`src/rtl/ym_psg_pkg.sv`:
```
// Shared types and constants for the ZX-bus PSG front end.
package ym_psg_pkg;

    typedef enum logic [1:0] {
        ST_IDLE   = 2'd0,
        ST_ACCESS = 2'd1,
        ST_HOLD   = 2'd2
    } state_t;

    // Bus-cycle mode, packed as {bdir, bc1}
    typedef logic [1:0] mode_t;
    localparam mode_t MODE_INACT = 2'b00;
    localparam mode_t MODE_READ  = 2'b01;
    localparam mode_t MODE_WRITE = 2'b10;
    localparam mode_t MODE_LATCH = 2'b11;

    localparam logic [15:0] PORT_REG   = 16'hFFFD;
    localparam logic [15:0] PORT_DAT   = 16'hBFFD;
    localparam logic [7:0]  PORT_FE    = 8'hFE;
    localparam logic [7:0]  PORT_COVOX = 8'hFB;
    localparam logic [7:0]  SEL_BASE   = 8'hFF;

    // Mode for a decoded PSG access; a read of the data port is a no-op
    function automatic mode_t access_mode(input logic reg_sel, input logic is_wr);
        if (reg_sel)
            return is_wr ? MODE_LATCH : MODE_READ;
        return is_wr ? MODE_WRITE : MODE_INACT;
    endfunction

endpackage

```
`src/rtl/ym_psg_bus_ctrl_clk_gen.sv`:
```
// PSG clock generator: cpu_clock divided by YM_DIV, with a bypass mux
// whose select is only re-sampled when the divided clock rises, so the
// mux never switches against a clock that is heading the other way.
module ym_clk_gen
    import ym_psg_pkg::*;
#(
    parameter int YM_DIV = 2
) (
    input  logic cpu_clock,
    input  logic reset,
    input  logic ym_bypass,
    output logic ym_clk
);

    localparam logic [3:0] LAST = 4'(YM_DIV / 2 - 1);

    logic [3:0] r_cnt;
    logic       r_clk;
    logic       r_byp;
    logic       w_wrap;

    assign w_wrap = (r_cnt == LAST);

    // Half-period counter; toggle on wrap, pick up bypass on the rising toggle
    always_ff @(posedge cpu_clock or negedge reset) begin
        if (!reset) begin
            r_cnt <= 4'd0;
            r_clk <= 1'b0;
            r_byp <= 1'b0;
        end else if (w_wrap) begin
            r_cnt <= 4'd0;
            r_clk <= ~r_clk;
            if (!r_clk)
                r_byp <= ym_bypass;
        end else begin
            r_cnt <= r_cnt + 4'd1;
        end
    end

    assign ym_clk = r_byp ? cpu_clock : r_clk;

endmodule

```
`src/rtl/ym_psg_bus_ctrl.sv`:
```
// ZX-bus front end for N_CHIPS AY/YM PSGs: #FFFD/#BFFD decode, registered
// BDIR/BC1 bus-cycle FSM, chip-select register, PSG clock, IORQGE and #FE.
// Optional feature macro: COVOX_EN (adds an 8-bit DAC latch on port #FB).
module ym_psg_bus_ctrl
    import ym_psg_pkg::*;
#(
    parameter int N_CHIPS  = 2,
    parameter int YM_DIV   = 2,
    parameter int HOLD_CYC = 1
) (
    input  logic               cpu_clock,
    input  logic               reset,
    input  logic [15:0]        a,
    input  logic [7:0]         d,
    input  logic               m1_n,
    input  logic               iorq_n,
    input  logic               wr_n,
    input  logic               rd_n,
    input  logic               ym_bypass,
    output logic               bdir,
    output logic               bc1,
    output logic [N_CHIPS-1:0] ym_sel_n,
    output logic               ym_clk,
    output logic               iorqge,
    output logic               beeper,
`ifdef COVOX_EN
    output logic [7:0]         covox_data,
    output logic               covox_stb,
`endif
    output logic               tapeout
);

    logic       w_psg, w_reg_sel, w_data, w_wr, w_rd;
    logic       w_io_acc, w_start, w_sel_hit, w_io_fe;
    logic [7:0] w_k;
    mode_t      w_mode_new;
    logic       w_unused;

    state_t     r_state, w_state_nxt;
    mode_t      r_mode, w_mode_nxt;
    logic [1:0] r_cnt, w_cnt_nxt;
    logic [1:0] r_sel, w_sel_nxt;
    logic [N_CHIPS-1:0] r_sel_n;
    logic       r_iorqge, r_fe_q, r_beeper, r_tapeout;

    // Legacy partial decode: only a15, a14, a13 and a3..a0 take part
    assign w_psg      = (a[15] == PORT_REG[15]) && (a[3:0] == PORT_REG[3:0]);
    assign w_reg_sel  = w_psg && (a[14:13] == PORT_REG[14:13]);
    assign w_data     = w_psg && (a[14] == PORT_DAT[14]);
    assign w_wr       = ~wr_n;
    assign w_rd       = ~rd_n;
    assign w_io_acc   = ~iorq_n & m1_n & w_psg & (w_wr | w_rd);
    assign w_unused   = &{1'b0, a[12:4]};

    // Select write: data 0xFF-k on #FFFD picks chip k and is not forwarded
    assign w_k        = SEL_BASE - d;
    assign w_sel_hit  = w_reg_sel & w_wr & (w_k < 8'(N_CHIPS));
    assign w_mode_new = w_sel_hit ? MODE_INACT : access_mode(w_reg_sel, w_wr);
    // #BFFD read and the a14=1/a13=0 hole start no bus cycle
    assign w_start    = w_io_acc & (w_reg_sel | (w_data & w_wr));

    // FSM state, mode and chip-select registers
    always_ff @(posedge cpu_clock or negedge reset) begin
        if (!reset) begin
            r_state <= ST_IDLE;
            r_mode  <= MODE_INACT;
            r_cnt   <= 2'd0;
            r_sel   <= 2'd0;
        end else begin
            r_state <= w_state_nxt;
            r_mode  <= w_mode_nxt;
            r_cnt   <= w_cnt_nxt;
            r_sel   <= w_sel_nxt;
        end
    end

    // Next-state: mode is only ever replaced whole, never blended
    always_comb begin
        w_state_nxt = r_state;
        w_mode_nxt  = r_mode;
        w_cnt_nxt   = r_cnt;
        w_sel_nxt   = r_sel;
        case (r_state)
            ST_IDLE, ST_HOLD: begin
                if (w_start) begin
                    w_state_nxt = ST_ACCESS;
                    w_mode_nxt  = w_mode_new;
                    if (w_sel_hit)
                        w_sel_nxt = w_k[1:0];
                end else if (r_state == ST_HOLD) begin
                    if (r_cnt <= 2'd1) begin
                        w_state_nxt = ST_IDLE;
                        w_mode_nxt  = MODE_INACT;
                    end else begin
                        w_cnt_nxt = r_cnt - 2'd1;
                    end
                end
            end
            ST_ACCESS: begin
                if (!w_io_acc) begin
                    if (HOLD_CYC == 0) begin
                        w_state_nxt = ST_IDLE;
                        w_mode_nxt  = MODE_INACT;
                    end else begin
                        w_state_nxt = ST_HOLD;
                        w_cnt_nxt   = 2'(HOLD_CYC);
                    end
                end
            end
            default: begin
                w_state_nxt = ST_IDLE;
                w_mode_nxt  = MODE_INACT;
            end
        endcase
    end

    // Bus controls come straight from the registered mode
    always_comb begin
        {bdir, bc1} = r_mode;
    end

    // One-hot-low select, one cycle behind the select register
    always_ff @(posedge cpu_clock or negedge reset) begin
        if (!reset)
            r_sel_n <= ~N_CHIPS'(1);
        else
            r_sel_n <= ~(N_CHIPS'(1) << r_sel);
    end

    assign ym_sel_n = r_sel_n;

    // IORQGE claims our ports independent of IORQ timing
    always_ff @(posedge cpu_clock or negedge reset) begin
        if (!reset)
            r_iorqge <= 1'b0;
        else
            r_iorqge <= m1_n & w_psg & (a[14] ? a[13] : 1'b1);
    end

    assign iorqge = r_iorqge;

    assign w_io_fe = ~iorq_n & ~wr_n & (a[0] == PORT_FE[0]);

    // #FE latch on the first cycle of a write only
    always_ff @(posedge cpu_clock or negedge reset) begin
        if (!reset) begin
            r_fe_q    <= 1'b0;
            r_beeper  <= 1'b0;
            r_tapeout <= 1'b0;
        end else begin
            r_fe_q <= w_io_fe;
            if (w_io_fe && !r_fe_q) begin
                r_beeper  <= d[4];
                r_tapeout <= d[3];
            end
        end
    end

    assign beeper  = r_beeper;
    assign tapeout = r_tapeout;

`ifdef COVOX_EN
    logic       w_io_cv;
    logic       r_cv_q, r_cv_stb;
    logic [7:0] r_cv_data;

    assign w_io_cv = ~iorq_n & ~wr_n & (a[7:0] == PORT_COVOX);

    // Covox DAC latch with a single-cycle strobe per write
    always_ff @(posedge cpu_clock or negedge reset) begin
        if (!reset) begin
            r_cv_q    <= 1'b0;
            r_cv_stb  <= 1'b0;
            r_cv_data <= 8'h80;
        end else begin
            r_cv_q   <= w_io_cv;
            r_cv_stb <= w_io_cv & ~r_cv_q;
            if (w_io_cv && !r_cv_q)
                r_cv_data <= d;
        end
    end

    assign covox_data = r_cv_data;
    assign covox_stb  = r_cv_stb;
`endif

    ym_clk_gen #(.YM_DIV(YM_DIV)) u_clk_gen (
        .cpu_clock (cpu_clock),
        .reset     (reset),
        .ym_bypass (ym_bypass),
        .ym_clk    (ym_clk)
    );

endmodule

```
`config.mk`:
```
export PLATFORM = sky130hd
export DESIGN_NAME = ym_psg_bus_ctrl
export DESIGN_NICKNAME = d
export VERILOG_FILES = /design/src/rtl/ym_psg_pkg.sv /design/src/rtl/ym_psg_bus_ctrl_clk_gen.sv /design/src/rtl/ym_psg_bus_ctrl.sv
export SDC_FILE = /design/constraint.sdc
export NUM_CORES = 1
export LEC_CHECK = 0
export ABC_AREA = 1
export BUFFER_PORTS_ARGS = -buffer_cell sky130_fd_sc_hd__buf_2
export CAP_MARGIN = 20
export CORE_MARGIN = 5
export CORE_UTILIZATION = 40
export CTS_BUF_LIST = sky130_fd_sc_hd__clkbuf_8
export DETAILED_ROUTE_END_ITERATION = 8
export GPL_TIMING_DRIVEN = 0
export PLACE_DENSITY = 0.79
export SLEW_MARGIN = 20
export SYNTH_ARGS = -nofsm -noshare
export SYNTH_HDL_FRONTEND = slang
export SYNTH_SLANG_ARGS = --single-unit
```
`constraint.sdc`:
```
create_clock -name cpu_clock -period 1.3 [get_ports cpu_clock]
set_input_delay 0.065 -clock cpu_clock [delete_from_list [all_inputs] [get_ports cpu_clock]]
set_output_delay 0.065 -clock cpu_clock [all_outputs]
set_load 0.1 [all_outputs]
```
### Word level (Yosys, flattened, before mapping)

Cells that the tools add are included.
W data, S select, Z words.

* flip-flop bits (word level): 20
* bits of input ports: 31
* output and inout bits: 8

* add/sub/neg operators: 3
* order comparisons: 2
* equality and inequality tests: 10
* shift-type cells: 1
* muxes and demuxes: 21
* bitwise gates (word level): 21
* reductions and logical operators: 14

Operators with widths (count)
* $mux W2: 14
* $pmux W2 S2: 3
* $and A1 B1 Y1: 11
* $reduce_and A3 Y1: 3
* $lt A8 B2 Y1 const B: 1
* $ne A2 B2 Y1 const B: 4
* $sub A8 B8 Y8 const A: 1
* $not A1 Y1: 7
* $ne A3 B3 Y1 const B: 2
* $reduce_and A5 Y1: 1
* $add A4 B1 Y4 const B: 1
* $eq A2 B2 Y1 const B: 2
* $eq A4 B4 Y1 const B: 1
* $logic_and A1 B1 Y1: 4
* $logic_not A4 Y1: 1
* $mux W4: 1
* $mux W1: 3
* $eq A2 B1 Y1 const B: 1
* $le A2 B1 Y1 const B: 1
* $logic_not A2 Y1: 1
* $not A2 Y2: 1
* $or A1 B1 Y1: 2
* $reduce_and A2 Y1: 1
* $reduce_bool A2 Y1: 1
* other kinds (4): 4

### Longest topological paths before layout

Gate-level depths: netlist of run 1.

* word-level depth: 8
* depth in mapped cells: 9
* depth with buffers taken out: 9

### Hierarchy

A second synthesis of run 1 with hierarchy kept.

* cells, all modules: 127
* area total of the unflattened synthesis: 1028.5 µm²

By module, submodules not included
* ym_psg_bus_ctrl: times used 1, cells an instance 96, area an instance 752.0 µm²
* ym_clk_gen: times used 1, cells an instance 31, area an instance 276.5 µm²

==> key figures, run 1 <==
Final layout
  • Fillers: about 190
  • Fin util: 0.608
  • Final #Nets: 198
  • Diodes inserted: 0
  • Layout area overhead: 46.4%
  • Share of layout cells above drive strength 1: 0.417

Run status
  • Status: finished, final reports clean

Pwr
  • Tot Pwr: 1880 uW
  • Peak supply drop: 0.00151 V
  • Flop pwr share: 0.346
  • Clk pwr share: 0.523
  • Power per cell area: 1260 nW/um^2
  • P_leak: 0.000761 uW
  • Switching Fraction: 0.285
  • Comb power frac: 0.131
  • Net Switching: 536 uW
  • Int Power: 1340 uW

Logic synthesis
  • Share of the synthesized area in the top cell type: 0.467
  • Syn Std Cell Area: 1020 sq um
  • Simple-Gate Fraction of Synth Area: 0.319
  • Most numerous cell in the Yosys netlist: nand2_1
  • Dominant cell type by area after synthesis: dfrtp_1
  • Post-Synth Adder-Cell Area: 0.0369
  • Top cells by count, synth: nand2_1, dfrtp_1, inv_1, nor2_1, nand3_1
  • Yosys cell types: 26
  • Area contributors post-synth: dfrtp_1, nand2_1, inv_1
  • Synth Area in XOR/XNOR: 0.0172
  • Syn nets: 146
  • Post-synthesis sequential area ratio: 0.493
  • Compound-Gate Fraction of Synth Area: 0.0418
  • Mux cell area share after synthesis: 0.0332
  • Cells after Synth: 112
  • Fraction of registers with async set or reset after synthesis: 1.00
  • Most used DFF post-synth: dfrtp_1
  • Synthesized area per cell: 9.09 sq um
  • Ys Warns: 0
  • Largest family of logic cells by synthesized area: simple AND/OR/NAND/NOR gates
  • Post-synth EDFFs: 0
  • Synth Register Bits: 20

Global routing
  • Vias in the first global route: roughly 1.0k
  • Gr usage total: 0.154
  • Initial antenna violation count: 0
  • GRT Residual Overflow: 0
  • First-pass GRT wire length: 4.05 mm
  • Largest net degree at the start of global routing: 21

Min path
  • Worst hold path class: in -> reg
  • Hold path cells: 4
  • End of the worst hold path: r_mode[1]$_DFFE_PN0P_
  • Hold path start: wr_n

Critical path
  • Slowest stage delay, CP: 0.41 ns
  • Endpoint of the worst-slack reg-to-reg timing path: r_cnt[0]$_DFFE_PN0P_
  • Crit-path slowest cell: dfrtp_1
  • Number of cells on the worst reg-to-reg path: 8
  • Crit Path Class: reg -> reg
  • Crit path DAT: 1.55 ns
  • Crit-path leading delay family: simple AND/OR/NAND/NOR gates
  • R2R Setup Slk: 0.01 ns
  • Critical Path Start Type: flip-flop
  • WP buf/inv: 0
  • Crit. End Element: flip-flop
  • CP cell instances: ha_2 > nor2_4 > nand2_2 > o21ai_4 > nand3b_4 > nand2_2 > nand2_1 > nand2_1
  • Critical path peak fanout: 4
  • R2r startpoint: r_cnt[0]$_DFFE_PN0P_
  • CP required: 1.57 ns

Timing
  • Post-layout min period: roughly 1.3 ns
  • Final worst-path setup slack: ~0.015 ns
  • Fmax: 778 MHz
  • Final Cycle Share: 0.989
  • Slew margin rel.: 0.674
  • Unrepaired setup endpoints after global routing: yes
  • Worst hold slack: 0.0271 ns
  • Fin. max-slew vios: 0
  • # setup viols final: 0
  • Slew @ Worst Pin: 0.492 ns
  • Clock Skew: 0.00216 ns
  • Hold Violations, Final: 0

Floorplanning
  • Initial core utilization: 0.415
  • Die area: 3660 sq um
  • Die X: approximately 60 um
  • Io pins: 39
  • Core area: 2450 sq um
  • Die Y: roughly 60 um
  • Num rows: 18

Detailed routing
  • WL final: roughly 2.6 mm
  • Antenna Nets Post-Route: 0
  • Residual DRC: 0
  • DR vias: ~960
  • Initial DRC Count: 19
  • Drt via density: 4.99
  • Drt first pass iters: 4
  • Wirelength per Cell: roughly 13 um

Place
  • Port buffer count: 29
  • DPL Wire Length: 1.57 mm
  • Dpl ws: -0.0290 ns
  • Final RePlAce weighted congestion: 0.717

Clocking
  • Clk_lat worst skew: 0.37 ns
  • Worst-path clk slew: 0.08 ns
  • CTS tree: done

Flow run
  • Max Cap Viol: 0
-- cell type report --
| cell class | instances | area (sq um) | share of cell area |
|---|---|---|---|
| Tap cell | 30 | 37.5 | 0.0252 |
| Inverter | 16 | 60.1 | 0.0403 |
| Multi-Input combinational cell | 76 | 489 | 0.328 |
| Clock buffer | 7 | 93.8 | 0.0629 |
| Timing Repair Buffer | 43 | 278 | 0.186 |
| Sequential cell | 20 | 503 | 0.337 |
| Clock inverter | 1 | 30.0 | 0.0201 |
-- worst max path at each step --
| stage | from | cells after the start | endpoint | slack [ns] |
|---|---|---|---|---|
| floorplan | beeper$_DFFE_PN0P_ | 1 | beeper$_DFFE_PN0P_ | 0.01 |
| global placement | u_clk_gen.r_cnt[0]$_DFF_PN0_ | 6 | u_clk_gen.r_byp$_DFFE_PN0P_ | 0.02 |
| detailed placement | r_cnt[0]$_DFFE_PN0P_ | 8 | r_cnt[0]$_DFFE_PN0P_ | -0.03 |
| global route | r_cnt[1]$_DFFE_PN0P_ | 9 | r_cnt[0]$_DFFE_PN0P_ | -0.07 |
| CTS | u_clk_gen.r_byp$_DFFE_PN0P_ | 2 | ym_clk | 0.00006 |
| finish | r_cnt[0]$_DFFE_PN0P_ | 8 | r_cnt[0]$_DFFE_PN0P_ | 0.01 |
-- power groups by stage --
stage	registers, uW	logic, uW	clock network [uW]
finish	651	246	982
global route	654	263	1030
CTS	650	244	981
detailed placement	662	224	97.9
global placement	660	219	97.9
floorplan	774	36.3	89.9
-- logic make-up (layout without fill, tap and decap cells) --
logic type / after synthesis / count (layout)
adders and majority gates: 3 / 3
DFF: 20 / 20
AOI/OAI and AO/OA: 7 / 7
xor gates and xnor gates: 2 / 2
and+or+nand+nor: 61 / 61
muxes: 3 / 3
buffers and inverters: 16 / 67
-- per-stage QoR --
stage,area (sq um),TNS (ns),cells
after floorplan,1020,0,112
after global placement,1200,0,171
after detailed placement,1200,-0.0427,171
after CTS,1450,0,191
after global routing,1490,-0.137,193
final,1490,0,193
-- sequential cells by signal, indices dropped and copies added (netlist names), 2 cells and up --
| name | flops |
|---|---|
| r_cnt | 2 |
| r_mode | 2 |
| r_sel | 2 |
| r_state | 2 |
| u_clk_gen.r_cnt | 4 |
| ym_sel_n | 2 |
-- placed cells by master (no fill, tap or decap), types with 2 or more instances in the layout --
cell type	count
inv_2	2
inv_1	14
mux2_1	2
buf_4	7
nor2_4	2
buf_2	27
clkbuf_8	6
dlygate4sd3_1	9
nor2_2	2
nand3_1	5
dfrtp_1	18
nand4_1	3
nor2_1	9
a21oi_1	2
nand3_2	2
nor3_2	3
xnor2_1	2
nand2_1	25
ha_1	2
nand2_2	6
-- worst register-to-register path: stages, from the launching register on --
cell      delay (ns)
dfrtp_1         0.41
ha_2            0.19
nor2_4          0.07
nand2_2         0.07
o21ai_4         0.08
nand3b_4        0.18
nand2_2         0.06
nand2_1         0.07
nand2_1         0.05
-- repair_timing --
item,in CTS,in global routing
endpoints found under the hold margin,26,0
endpoints found under the setup margin,7,9
gates cloned,0,0
hold buffers,9,0
pin swaps,4,1
resized for setup,3,11
setup buffers,4,2
-- routing by layer --
layer | vias up | share of wire | track usage
met4 | 0 | 0.034 | 0.130
met1 | 459 | 0.36 | 0.141
met5 | - | 0 | 0
met3 | 11 | 0.052 | 0.0511
met2 | 37 | 0.55 | 0.273
li1 | 456 | - | -
(Power assumes the default switching activity.)
==> run 2, diff against run 1 <==
--- a/config.mk
+++ b/config.mk
@@ -8,12 +8,15 @@
 export ABC_AREA = 1
 export BUFFER_PORTS_ARGS = -buffer_cell sky130_fd_sc_hd__buf_2
 export CAP_MARGIN = 20
+export CELL_PAD_IN_SITES_DETAIL_PLACEMENT = 1
+export CELL_PAD_IN_SITES_GLOBAL_PLACEMENT = 2
 export CORE_MARGIN = 5
-export CORE_UTILIZATION = 40
+export CORE_UTILIZATION = 26
 export CTS_BUF_LIST = sky130_fd_sc_hd__clkbuf_8
 export DETAILED_ROUTE_END_ITERATION = 8
 export GPL_TIMING_DRIVEN = 0
-export PLACE_DENSITY = 0.79
+export PLACE_DENSITY = 0.87
+export REMOVE_ABC_BUFFERS = 1
 export SLEW_MARGIN = 20
 export SYNTH_ARGS = -nofsm -noshare
 export SYNTH_HDL_FRONTEND = slang
==> run 2 against run 1 <==
Sequential cell count is the same. Cell count up 10%. Die area grew 44%. Utilization fell by 20 points. Routed wire length up 5.4%. Setup slack better by 0.0080 ns. Combinational power about the same. Critical path type unchanged. Critical endpoint unchanged.
==> key figures, run 2 (synthesis results as in run 1) <==
Final layout
  • Share of layout cells above drive strength 1: 0.436 (+0.0192)
  • Largest register by flop count: u_clk_gen.r_cnt
  • Final #Nets: 200 (+1.0%)
  • Multi-input gate area: 499 sq um (+2.0%)
  • Diodes inserted: 0 (unchanged)
  • FF/Latch Area: 502 sq um (-0.25%)
  • Most frequent cells in the layout: buf_2, nand2_1, dfrtp_1
  • Fillers: 453 (+140%)
  • Most common cell after layout, fill and taps aside: buf_2
  • Fin util: 0.412 (-0.196)
  • Layout area overhead: 50.2%
  • Max reg flops: 4 (unchanged)

Timing
  • Hold Violations, Final: 0 (unchanged)
  • Clock Skew: 0.00688 ns (+0.00472 ns)
  • Slew margin rel.: 0.674 (about the same)
  • Unrepaired setup endpoints after global routing: yes
  • Final Cycle Share: 0.983 (-0.00617)
  • Post-layout min period: 1.28 ns (-0.00803 ns)
  • Final TNS setup: 0 ns (unchanged)
  • # setup viols final: 0 (unchanged)
  • Slew @ Worst Pin: 0.492 ns (-0.0000162 ns)
  • Fmax: 783 MHz (+0.63%)
  • Worst hold slack: 0.0481 ns (+0.0210 ns)
  • Fin. max-slew vios: 0 (unchanged)

Critical path
  • Slowest stage delay, CP: 0.39 ns (-0.02 ns)
  • CP required: 1.57 ns (about the same)
  • Most used cell, CP: nand2_1
  • Critical Path Start Type: flip-flop
  • Crit Path Class: reg -> reg
  • CP cell instances: ha_2 > nor2_1 > nand2_1 > o21ai_2 > nand3b_4 > nand2_4 > nand2_2 > nand2_1
  • Crit-path slowest cell: dfrtp_1
  • Crit path DAT: 1.55 ns (about the same)
  • Crit. End Element: flip-flop
  • Critical path peak fanout: 4 (unchanged)

Floorplanning
  • Die Y: 72.6 um (+20%)
  • Core area: 3720 sq um (+51%)
  • Io pins: 39 (unchanged)
  • Die area: 5270 sq um (+44%)
  • Num rows: 22 (+4)
  • Initial core utilization: 0.274 (-0.141)
  • Die X: 72.6 um (+20%)

Run status
  • Status: finished, final reports clean

Clocking
  • CTS tree: done
  • Worst-path clk slew: 0.08 ns (about the same)
  • Clk_lat worst skew: 0.37 ns (about the same)

Min path
  • Worst hold path class: in -> reg

Pwr
  • P_leak: 0.000769 uW (+1.1%)
  • Peak supply drop: 0.000367 V (-76%)
  • Tot Pwr: 1780 uW (-5.0%)
  • Power per cell area: 1170 nW/um^2 (-7.4%)

Flow run
  • Max Cap Viol: 0 (unchanged)

Place
  • DPL Wire Length: 1.89 mm (+21%)
  • Final RePlAce weighted congestion: 0.726 (+1.2%)
  • Port buffer count: 29 (unchanged)

Detailed routing
  • Wirelength per Cell: 12.8 um (-4.5%)
  • Antenna Nets Post-Route: 0 (unchanged)
  • Drt via density: 4.44 (-11%)
  • Drt first pass iters: 2 (-2)
  • DR vias: 946 (-1.8%)
  • Residual DRC: 0 (unchanged)
  • Initial DRC Count: 27 (+8)
  • WL final: 2.74 mm (+5.4%)

Global routing
  • Gr usage total: 0.124 (-0.0304)
  • Largest net degree at the start of global routing: 21 (unchanged)
  • Vias in the first global route: 1086 (+7.0%)
  • GRT Residual Overflow: 0 (unchanged)
  • First-pass GRT wire length: 4.79 mm (+18%)
  • Initial antenna violation count: 0 (unchanged)
==> run 2: where the power goes <==
part | switching, uW | internal (uW)
Combinational | 178 | 70.3
Sequential | 8.98 | 640
Clock | 367 | 520
==> run 2: stage by stage <==
step	cell area, sq um	setup slack [ns]	instances
5_1_grt	1530	-0.0587	213
4_1_cts	1470	0.0156	211
3_3_place_gp	1220	0.00405	189
2_1_floorplan	1020	-1.25	112
6_report	1530	0.0226	213
3_5_place_dp	1220	-0.0611	189
==> run 2: routing by layer <==
layer	global-route usage	vias to the layer above	routed length, um
met5	0	-	0
met1	0.126	444	1080
met3	0.0427	12	139
li1	-	463	-
met4	0.119	0	132
met2	0.195	27	1390
==> run 2: path summary, 6_finish.rpt <==
path,depth (start not counted),slack (ns),from,to
setup / recovery,8,0.02,r_cnt[0]$_DFFE_PN0P_,r_cnt[0]$_DFFE_PN0P_
hold / removal,4,0.05,wr_n,r_mode[1]$_DFFE_PN0P_
setup reg to reg,8,0.02,r_cnt[0]$_DFFE_PN0P_,r_cnt[0]$_DFFE_PN0P_
hold reg to reg,1,0.43,r_sel[0]$_DFFE_PN0P_,ym_sel_n[1]$_DFF_PN1_
max in group asynchronous,2,0.79,reset,ym_sel_n[1]$_DFF_PN1_
min in group asynchronous,2,0.17,reset,r_mode[0]$_DFFE_PN0P_
==> run 2: worst max-delay path, delay by kind of cell (launching register included) <==
kind            cells  cell delay [ns]
compound gates      1             0.10
fa+ha+maj           1             0.18
flops               1             0.39
simple gates        6             0.49
==> run 2: final cells by class <==
cell class,count,area share
Sequential cell,20,0.328
Multi-Input combinational cell,76,0.326
Timing Repair Buffer,45,0.191
Clock buffer,8,0.0760
Inverter,16,0.0392
Tap cell,48,0.0392
==> run 2: repair_timing <==
action / CTS / global route
setup buffers: 6 / 2
hold endpoints to repair: 26 / 0
gates resized for setup: 6 / 14
hold buffers: 9 / 0
cloned: 0 / 0
endpoints found under the setup margin: 7 / 10
pin swaps: 0 / 7
==> run 3, diff against run 2 <==
--- a/config.mk
+++ b/config.mk
@@ -7,8 +7,8 @@
 export LEC_CHECK = 0
 export ABC_AREA = 1
 export BUFFER_PORTS_ARGS = -buffer_cell sky130_fd_sc_hd__buf_2
-export CAP_MARGIN = 20
-export CELL_PAD_IN_SITES_DETAIL_PLACEMENT = 1
+export CAP_MARGIN = 25
+export CELL_PAD_IN_SITES_DETAIL_PLACEMENT = 2
 export CELL_PAD_IN_SITES_GLOBAL_PLACEMENT = 2
 export CORE_MARGIN = 5
 export CORE_UTILIZATION = 26
==> run 3 against run 2 <==
First-iteration DRC count down 52%. Global-route usage up 2.7 points. Cell count unchanged. Setup slack worse by 0.018 ns. Die area unchanged. Count of clock-buffer cells in the layout down 1. Routed wire length up 27%. Largest cell class unchanged. Highest routed layer unchanged.
==> key figures, run 3 (synthesis results as in run 1) <==
Run status
  • Status: finished, final reports clean

Pwr
  • Peak supply drop: 0.000638 V (+74%)
  • Tot Pwr: 1930 uW (+8.4%)
  • P_leak: 0.000767 uW (-0.20%)
  • Power per cell area: 1270 nW/um^2 (+8.5%)

Timing
  • # setup viols final: 0 (unchanged)
  • Hold Violations, Final: 0 (unchanged)
  • Post-layout min period: 1.30 ns (+0.0185 ns)
  • Clock Skew: 0.00331 ns (-0.00357 ns)
  • Fmax: 772 MHz (-1.4%)
  • Fin. max-slew vios: 0 (unchanged)
  • Final Cycle Share: 0.997 (+0.0142)
  • Slew margin rel.: 0.677 (+0.00290)
  • Unrepaired setup endpoints after global routing: yes
  • Slew @ Worst Pin: 0.488 ns (-0.00437 ns)

Place
  • Final RePlAce weighted congestion: 0.726 (unchanged)
  • Port buffer count: 29 (unchanged)
  • DPL Wire Length: 2.21 mm (+17%)
  • Placed cell areas: 1220 sq um (unchanged)

Global routing
  • Initial antenna violation count: 0 (unchanged)
  • First-pass GRT wire length: 5.72 mm (+19%)
  • Gr usage total: 0.151 (+0.0272)
  • Largest net degree at the start of global routing: 21 (unchanged)
  • Vias in the first global route: 1216 (+12%)
  • GRT Residual Overflow: 0 (unchanged)

Detailed routing
  • Met1 WL: 1.18 mm (+9.5%)
  • Drt via density: 4.63 (+4.2%)
  • DR vias: 986 (+4.2%)
  • WL met2: 2.06 mm (+49%)
  • Residual DRC: 0 (unchanged)
  • Top Metal Used: met4
  • Met3 routed WL: 129 um (-7.2%)
  • Drt first pass iters: 3 (+1)
  • Wirelength per Cell: 16.3 um (+27%)
  • WL final: 3.47 mm (+27%)
  • Initial DRC Count: 13 (-52%)
  • Antenna Nets Post-Route: 0 (unchanged)

Final layout
  • Fillers: 431 (-4.9%)
  • Final #Nets: 200 (unchanged)
  • Layout area overhead: 50.1% (about the same)
  • Most common cell after layout, fill and taps aside: buf_2
  • Design area: 1530 sq um (about the same)
  • Share of layout cells above drive strength 1: 0.436 (unchanged)
  • Most frequent cells in the layout: buf_2, nand2_1, dfrtp_1
  • Largest register by flop count: u_clk_gen.r_cnt
  • Diodes inserted: 0 (unchanged)
  • Fin util: 0.411 (about the same)
  • Multi-input gate area: 483 sq um (-3.3%)
  • FF/Latch Area: 503 sq um (+0.25%)
  • Max reg flops: 4 (unchanged)

Floorplanning
  • Die X: 72.6 um (unchanged)
  • Die Y: 72.6 um (unchanged)
  • Die area: 5270 sq um (unchanged)
  • Initial core utilization: 0.274 (unchanged)
  • Core area: 3720 sq um (unchanged)
  • Num rows: 22 (unchanged)
  • Io pins: 39 (unchanged)

Critical path
  • Slowest stage delay, CP: 0.36 ns (-0.03 ns)
  • R2R Setup Slk: 0.004 ns (-0.02 ns)
  • Critical path peak fanout: 4 (unchanged)
  • Crit path DAT: 1.56 ns (about the same)
  • Critical Path Start Type: flip-flop
  • Number of cells on the worst reg-to-reg path: 9 (+1)
  • R2r startpoint: r_cnt[1]$_DFFE_PN0P_
  • Crit-path slowest cell: dfrtp_1
  • Most used cell, CP: nand2_1
  • CP cell instances: inv_1 > ha_2 > nor2_1 > nand2_1 > o21ai_2 > nand3b_4 > nand2_2 > nand2_1 > nand2_1
  • Endpoint of the worst-slack reg-to-reg timing path: r_cnt[0]$_DFFE_PN0P_
  • Crit. End Element: flip-flop
  • CP required: 1.57 ns (about the same)
  • Crit Path Class: reg -> reg

Flow run
  • Max Cap Viol: 0 (unchanged)

Min path
  • Hold path cells: 4 (unchanged)
  • Hold path start: d[0]
  • End of the worst hold path: r_sel[0]$_DFFE_PN0P_
  • Worst hold path class: in -> reg

Clocking
  • CTS tree: done
  • Clk_lat worst skew: 0.37 ns (about the same)
  • Worst-path clk slew: 0.08 ns (about the same)
-- run 3: critical path: cells and delay by family (launching register included) --
kind	cells	cell delay (ns)
AND/OR/NAND/NOR	6	0.51
buffers and inverters	1	0.05
AO/OA/AOI/OAI	1	0.10
adder cells (fa/ha/maj)	1	0.17
flip-flops	1	0.36
-- run 3: what timing repair did --
action	CTS	global route
setup endpoints to repair	10	10
hold endpoints to repair	25	0
buffers inserted	7	2
hold buffers	8	0
gates cloned	0	0
pin swaps	5	1
resized for setup	8	9
-- run 3: worst max path at each step --
stage,start,endpoint,depth (start not counted)
after global routing,r_cnt[1]$_DFFE_PN0P_,r_cnt[0]$_DFFE_PN0P_,9
after global placement,u_clk_gen.r_cnt[0]$_DFF_PN0_,u_clk_gen.r_byp$_DFFE_PN0P_,6
after CTS,r_cnt[1]$_DFFE_PN0P_,r_cnt[0]$_DFFE_PN0P_,9
after detailed placement,u_clk_gen.r_cnt[0]$_DFF_PN0_,u_clk_gen.r_byp$_DFFE_PN0P_,6
final,r_cnt[1]$_DFFE_PN0P_,r_cnt[0]$_DFFE_PN0P_,9
after floorplan,u_clk_gen.r_byp$_DFFE_PN0P_,ym_clk,1
-- run 3: cell type report --
type,instances,share of cell area
sequential,20,0.329
multi-input combinational,76,0.316
timing repair buffer,45,0.190
clock buffer,7,0.0671
inverter,16,0.0393
tap,48,0.0393
clock inverter,1,0.0196
-- run 3: per-layer routing --
metal	GRT usage	up-vias
li1	-	460
met4	0.105	0
met3	0.0413	8
met1	0.127	495
met5	0	-
met2	0.298	23
-- run 3: power breakdown --
group          switching (uW)  internal (uW)
registers                10.4            640
clock network             375            661
logic                     181           67.0
total                     567           1370
-- run 3: through the flow --
stage	std cells	worst slack, ns	TNS (ns)	hold WS [ns]
after floorplan	112	-1.25	-1.25	-0.231
final	213	0.00407	0	0.0177
after CTS	211	-0.00911	-0.00911	0.0166
after global routing	213	-0.0787	-0.231	0.00485
after global placement	189	0.00405	0	0.0459
after detailed placement	189	-0.122	-0.179	0.0432
